[config.mk]
export PLATFORM = sky130hd
export DESIGN_NAME = car_ampl_meas
export DESIGN_NICKNAME = d
export VERILOG_FILES = /design/src/rtl/car_ampl_pkg.sv /design/src/rtl/car_minmax_trk.sv /design/src/rtl/car_ampl_meas.sv
export SDC_FILE = /design/constraint.sdc
export NUM_CORES = 1
export LEC_CHECK = 0
export CAP_MARGIN = 20
export CORE_UTILIZATION = 40
export DETAILED_ROUTE_END_ITERATION = 8
export SLEW_MARGIN = 20
export SYNTH_ARGS = -nofsm -noshare
export SYNTH_HDL_FRONTEND = slang
export SYNTH_SLANG_ARGS = --single-unit
[constraint.sdc]
create_clock -name clk_i -period 3.8 [get_ports clk_i]
set_clock_uncertainty 0.05 [all_clocks]
set_input_delay 0.57 -clock clk_i [delete_from_list [all_inputs] [get_ports clk_i]]
set_output_delay 0.57 -clock clk_i [all_outputs]
set_load 0.01 [all_outputs]
[src/rtl/car_ampl_pkg.sv]
// Shared constants and state encoding for the carrier amplitude measurement block.
package car_ampl_pkg;

  localparam int unsigned DW_DEF = 12;

  localparam logic [DW_DEF-1:0] SMP_MIN = '0;
  localparam logic [DW_DEF-1:0] SMP_MAX = '1;

  typedef enum logic {
    S_FIRST = 1'b0,
    S_ACC   = 1'b1
  } meas_state_e;

endpackage

[src/rtl/car_minmax_trk.sv]
// Running min/max/clip tracker. The nxt_* outputs show the values that include
// the current sample, so the caller can capture a result on the same edge.
module car_minmax_trk
  import car_ampl_pkg::*;
#(
  parameter int unsigned DW = DW_DEF
) (
  input  logic          clk_i,
  input  logic          rst_i,
  input  logic          load_i,
  input  logic          upd_i,
  input  logic          clr_i,
  input  logic [DW-1:0] smp_i,
  output logic [DW-1:0] min_o,
  output logic [DW-1:0] max_o,
  output logic          clip_o,
  output logic [DW-1:0] nxt_min_o,
  output logic [DW-1:0] nxt_max_o,
  output logic          nxt_clip_o
);

  logic [DW-1:0] min_q, max_q;
  logic          clip_q;
  logic          at_rail;

  // Rails are derived from DW so a non-default width still flags correctly.
  assign at_rail = (smp_i == {DW{1'b0}}) || (smp_i == {DW{1'b1}});

  always_comb begin
    nxt_min_o  = min_q;
    nxt_max_o  = max_q;
    nxt_clip_o = clip_q;
    if (load_i) begin
      nxt_min_o  = smp_i;
      nxt_max_o  = smp_i;
      nxt_clip_o = at_rail;
    end else begin
      if (smp_i < min_q) nxt_min_o = smp_i;
      if (smp_i > max_q) nxt_max_o = smp_i;
      nxt_clip_o = clip_q | at_rail;
    end
  end

  always_ff @(posedge clk_i or posedge rst_i) begin
    if (rst_i) begin
      min_q  <= '0;
      max_q  <= '0;
      clip_q <= 1'b0;
    end else if (clr_i) begin
      clip_q <= 1'b0;
    end else if (load_i || upd_i) begin
      min_q  <= nxt_min_o;
      max_q  <= nxt_max_o;
      clip_q <= nxt_clip_o;
    end
  end

  assign min_o  = min_q;
  assign max_o  = max_q;
  assign clip_o = clip_q;

endmodule

[src/rtl/car_ampl_meas.sv]
// Carrier amplitude measurement: windowed min/max over accepted samples,
// publishing peak-to-peak, midpoint and clip with a one-cycle valid strobe.
module car_ampl_meas
  import car_ampl_pkg::*;
#(
  parameter int unsigned DW       = DW_DEF,
  parameter int unsigned WIN_LOG2 = 10
) (
  input  logic          clk_i,
  input  logic          rst_i,
  input  logic          smp_en_i,
  input  logic [DW-1:0] smp_i,
  input  logic          clr_i,
  output logic [DW-1:0] ampl_pp_o,
  output logic [DW-1:0] ampl_mid_o,
  output logic          ampl_ovr_o,
  output logic          ampl_vld_o
);

  localparam logic [WIN_LOG2-1:0] CNT_LAST = '1;

  meas_state_e         state_q, state_d;
  logic [WIN_LOG2-1:0] cnt_q, cnt_d;
  logic                trk_load, trk_upd, win_close;
  logic [DW-1:0]       trk_min, trk_max, nxt_min, nxt_max;
  logic                trk_clip, nxt_clip;
  logic [DW:0]         mid_sum;
  logic [DW-1:0]       pp_q, mid_q;
  logic                ovr_q, vld_q;

  car_minmax_trk #(.DW(DW)) u_trk (
    .clk_i      (clk_i),
    .rst_i      (rst_i),
    .load_i     (trk_load),
    .upd_i      (trk_upd),
    .clr_i      (clr_i),
    .smp_i      (smp_i),
    .min_o      (trk_min),
    .max_o      (trk_max),
    .clip_o     (trk_clip),
    .nxt_min_o  (nxt_min),
    .nxt_max_o  (nxt_max),
    .nxt_clip_o (nxt_clip)
  );

  always_comb begin
    state_d   = state_q;
    cnt_d     = cnt_q;
    trk_load  = 1'b0;
    trk_upd   = 1'b0;
    win_close = 1'b0;
    if (clr_i) begin
      cnt_d   = '0;
      state_d = S_FIRST;
    end else if (smp_en_i) begin
      unique case (state_q)
        S_FIRST: begin
          trk_load = 1'b1;
          cnt_d    = WIN_LOG2'(1);
          state_d  = S_ACC;
        end
        S_ACC: begin
          trk_upd = 1'b1;
          if (cnt_q == CNT_LAST) begin
            win_close = 1'b1;
            cnt_d     = '0;
            state_d   = S_FIRST;
          end else begin
            cnt_d = cnt_q + 1'b1;
          end
        end
        default: state_d = S_FIRST;
      endcase
    end
  end

  assign mid_sum = {1'b0, nxt_max} + {1'b0, nxt_min};

  always_ff @(posedge clk_i or posedge rst_i) begin
    if (rst_i) begin
      state_q <= S_FIRST;
      cnt_q   <= '0;
      pp_q    <= '0;
      mid_q   <= '0;
      ovr_q   <= 1'b0;
      vld_q   <= 1'b0;
    end else begin
      state_q <= state_d;
      cnt_q   <= cnt_d;
      vld_q   <= win_close;
      if (win_close) begin
        pp_q  <= nxt_max - nxt_min;
        mid_q <= mid_sum[DW:1];
        ovr_q <= nxt_clip;
      end
    end
  end

  assign ampl_pp_o  = pp_q;
  assign ampl_mid_o = mid_q;
  assign ampl_ovr_o = ovr_q;
  assign ampl_vld_o = vld_q;

endmodule

==> results.py <==
metrics = {
    "placed_design": {
        "gp_congestion": 0.880,
        "dp_hpwl_um": 9100,
        "dpl_worst_slack_ns": -0.898,
        "placed_cell_area_mm2": 0.00562,
        "placed_cells": 774,
        "port_buffers": 41,
    },
    "worst_setup_path": {
        "crit_path_frequent_cell": "a21oi_2",
        "worstSetupEndpointType": "flop",
        "cp_data_required_time_ns": 3.98,
        "cp.depth": 18,
        "critPathTopFamily": "compound AO/OA/AOI/OAI gates",
        "worstReg2RegStart": "u_trk.max_o[1]",
        "crit_type": "in2reg",
        "startpoint_type": "input pin",
        "arrival_ns": 4.06,
        "path_buf_inv": 2,
        "crit_chain": "clkdlybuf4s15_1 > ha_4 > nor2b_4 > o211ai_1 > a211oi_2 > o31a_4 > mux2i_4 > ha_2 > inv_2 > fa_2 > a21oi_2 > o21bai_2 > a21o_1 > a21oi_2 > o21bai_1 > a31oi_1 > mux2i_1 > nand3_1",
        "ff2ff_setup_slack_ns": -0.05,
        "crit_path_max_fanout": 6,
        "reg2reg_depth": 18,
        "slowest_stage": "o31a_4",
        "r2r-end": "ampl_pp_o[10]",
        "max_stage_delay_ns": 0.41,
    },
    "detailed_routing": {
        "avgRoutedWirePerCell_um": 14.8,
        "drtAntennaViolNets": 0,
        "drc_errors": 0,
        "drtPass1Iterations": 5,
        "vias_per_cell": 5.27,
        "dr.first_iter.drc_count": 152,
        "vias": 4250,
        "wirelength_um": 12000,
    },
    "global_routing": {
        "grt_max_degree": 45,
        "grt_pass1_wl_um": 20500,
        "antenna_found_initial": 0,
        "overflow": 0,
        "grt_pass1_vias": 4528,
        "grt_usage_pct": 22.6,
    },
    "yosys": {
        "ys_seq_area_share_pct": 35.4,
        "ys_warn_count": 0,
        "synth_cell_types": 50,
        "synthCells": 521,
        "syn_area_mm2": 0.00438,
        "syn_area_per_cell_um2": 8.40,
        "syn-num-nets": 585,
        "synth-seq-cells": 62,
    },
    "cells_and_area": {
        "final_common_cell": "buf_4",
        "fin_nets": 730,
        "num_antenna_cells": 0,
        "final_cell_mix": "114 x buf_4, 77 x nand2_1, 62 x dfrtp_1, 61 x o21ai_0, 36 x inv_1",
        "utilization_pct": 59.6,
        "fin_cells": 807,
        "drive_above_1_share_pct": 29.2,
        "syn2layout_area_growth_pct": 42.5,
        "stdcell_area_mm2": 0.00624,
    },
    "sta": {
        "rsz0062_at_grt": "true",
        "period_share_pct": 102,
        "period_needed_ns": 3.88,
        "drv_slew": 0,
        "setup_slack_ns": -0.0759,
        "fin_setup_tns_ns": -0.0759,
        "hold_viol_final": 0,
        "fmaxAchievable_mhz": 258,
        "worst_pin_slew_ns": 0.802,
        "whs_ns": 0.427,
        "slew_headroom_pct": 46.5,
        "finalSetupViolCount": 1,
    },
    "floorplanning": {
        "initial_core_util_pct": 41.8,
        "fp.dieArea_mm2": 0.0114,
        "die_y_um": 107,
        "num_rows": 37,
        "coreArea_mm2": 0.0105,
        "dieWidth_um": 107,
        "io_pins": 42,
    },
    "clocking": {
        "clockBufferDepth": 2,
        "cts_root_buf": "clkbuf_8",
        "cts_tree": "yes",
        "hold_buffers": 0,
        "cts_max_level": 3,
        "cts_buffers": 9,
        "clock_sink_count": 62,
        "clock_latency_ns": 0.34,
        "cts.clk_slew.worst_paths_ns": 0.08,
    },
    "hold_path": {
        "hold_end": "ampl_mid_o[0]",
        "min_path_cells": 2,
        "hold_path.class": "reg2reg",
        "hp-start": "ampl_mid_o[0]",
    },
    "run_status": {
        "run_status": "complete, but fails checks",
        "violations": "setup timing",
    },
    "power": {
        "p_leak_nw": 2.99,
        "peakVddDrop_mv": 0.272,
        "power_density_mw_per_mm2": 657,
        "power_mw": 4.09,
    },
    "flow_run": {
        "max-cap-violations": 0,
    },
}
-- worst max-delay path by stage --
stage               slack (ns)           start       endpoint
global placement         -0.76        smp_i[7]  ampl_pp_o[10]
CTS                      -0.13  u_trk.max_o[5]  ampl_pp_o[10]
finish                   -0.08        smp_i[1]  ampl_pp_o[10]
detailed placement       -0.90        smp_i[7]  ampl_pp_o[10]
floorplan                 0.02       smp_i[10]  ampl_mid_o[8]
global route             -0.25  u_trk.max_o[1]  ampl_pp_o[10]
-- power breakdown --
part	leakage, nW	internal (mW)	switching (mW)
clock network	0.112	0.435	0.274
logic	2.05	1.31	1.29
registers	0.830	0.738	0.0548
total	2.99	2.48	1.62
-- cell families after synthesis --
group | share of synthesized area (%)
XOR/XNOR | 2.80
multiplexers | 3.20
adder cells (fa/ha/maj) | 14.1
flip-flops | 35.4
buffers and inverters | 6.03
AND/OR/NAND/NOR | 17.6
AO/OA/AOI/OAI | 20.8
-- tightest hold or removal path, delay by kind of cell (launching register included) --
family / cells / cell delay [ns]
DFF: 1 / 0.34
and+or+nand+nor: 1 / 0.04
AOI/OAI and AO/OA: 1 / 0.06
-- synth_stat cells (all sizes together) --
master / count / share of area (%)
clkbuf: 13 / 1.1
xor2: 2 / 0.40
a31oi: 7 / 1.0
a21o: 3 / 0.69
a22o: 3 / 0.60
nor4: 3 / 0.43
a21oi: 26 / 3.1
nor2b: 5 / 0.71
a211o: 1 / 0.20
nor4b: 1 / 0.20
xnor2: 12 / 2.4
o21ai: 78 / 9.3
a311oi: 1 / 0.20
o31a: 2 / 0.43
o21bai: 8 / 1.4
nor3: 9 / 1.0
a2111oi: 1 / 0.63
inv: 45 / 3.9
buf: 8 / 1.0
a221o: 1 / 0.23
nand3: 16 / 1.8
or3: 1 / 0.14
fa: 2 / 0.91
a22oi: 1 / 0.29
and3: 12 / 1.7
nand2b: 5 / 0.71
nor3b: 1 / 0.17
or4: 1 / 0.17
o31ai: 5 / 0.86
ha: 46 / 13
nand2: 78 / 6.7
nand4: 6 / 0.86
o22ai: 1 / 0.14
and2: 2 / 0.29
a211oi: 1 / 0.17
nor2: 28 / 2.4
and4: 1 / 0.26
o211ai: 6 / 1.0
a41oi: 1 / 0.20
o41ai: 2 / 0.40
dfrtp: 62 / 35
mux2i: 14 / 3.2
-- metal layers --
metal	up-vias	global-route usage [%]	share of wire [%]	routed length, µm
li1	2108	-	-	-
met1	2078	26.5	44	5200
met2	52	42.6	53	6370
met3	12	3.34	2.1	253
met4	0	5.97	1.1	127
met5	-	0	0	0
-- final cells by class --
class / instances / area (µm²)
sequential: 62 / 1550
clock buffer: 10 / 128
clock inverter: 6 / 110
fill: 944 / 4230
inverter: 45 / 169
timing repair buffer: 155 / 1270
tap: 136 / 170
multi-input combinational: 393 / 2840
-- state kept, by name (all words and copies together) (netlist names), 10 cells and up --
name	flops
ampl_mid_o	12
cnt_q	10
u_trk.min_o	12
ampl_pp_o	12
u_trk.max_o	12
-- timing repair --
action,in CTS,in global routing
pin swaps,32,23
hold endpoints to repair,0,0
resized for setup,68,23
setup endpoints to repair,13,13
setup buffers,18,5
Power figures use the tool's default switching activity.
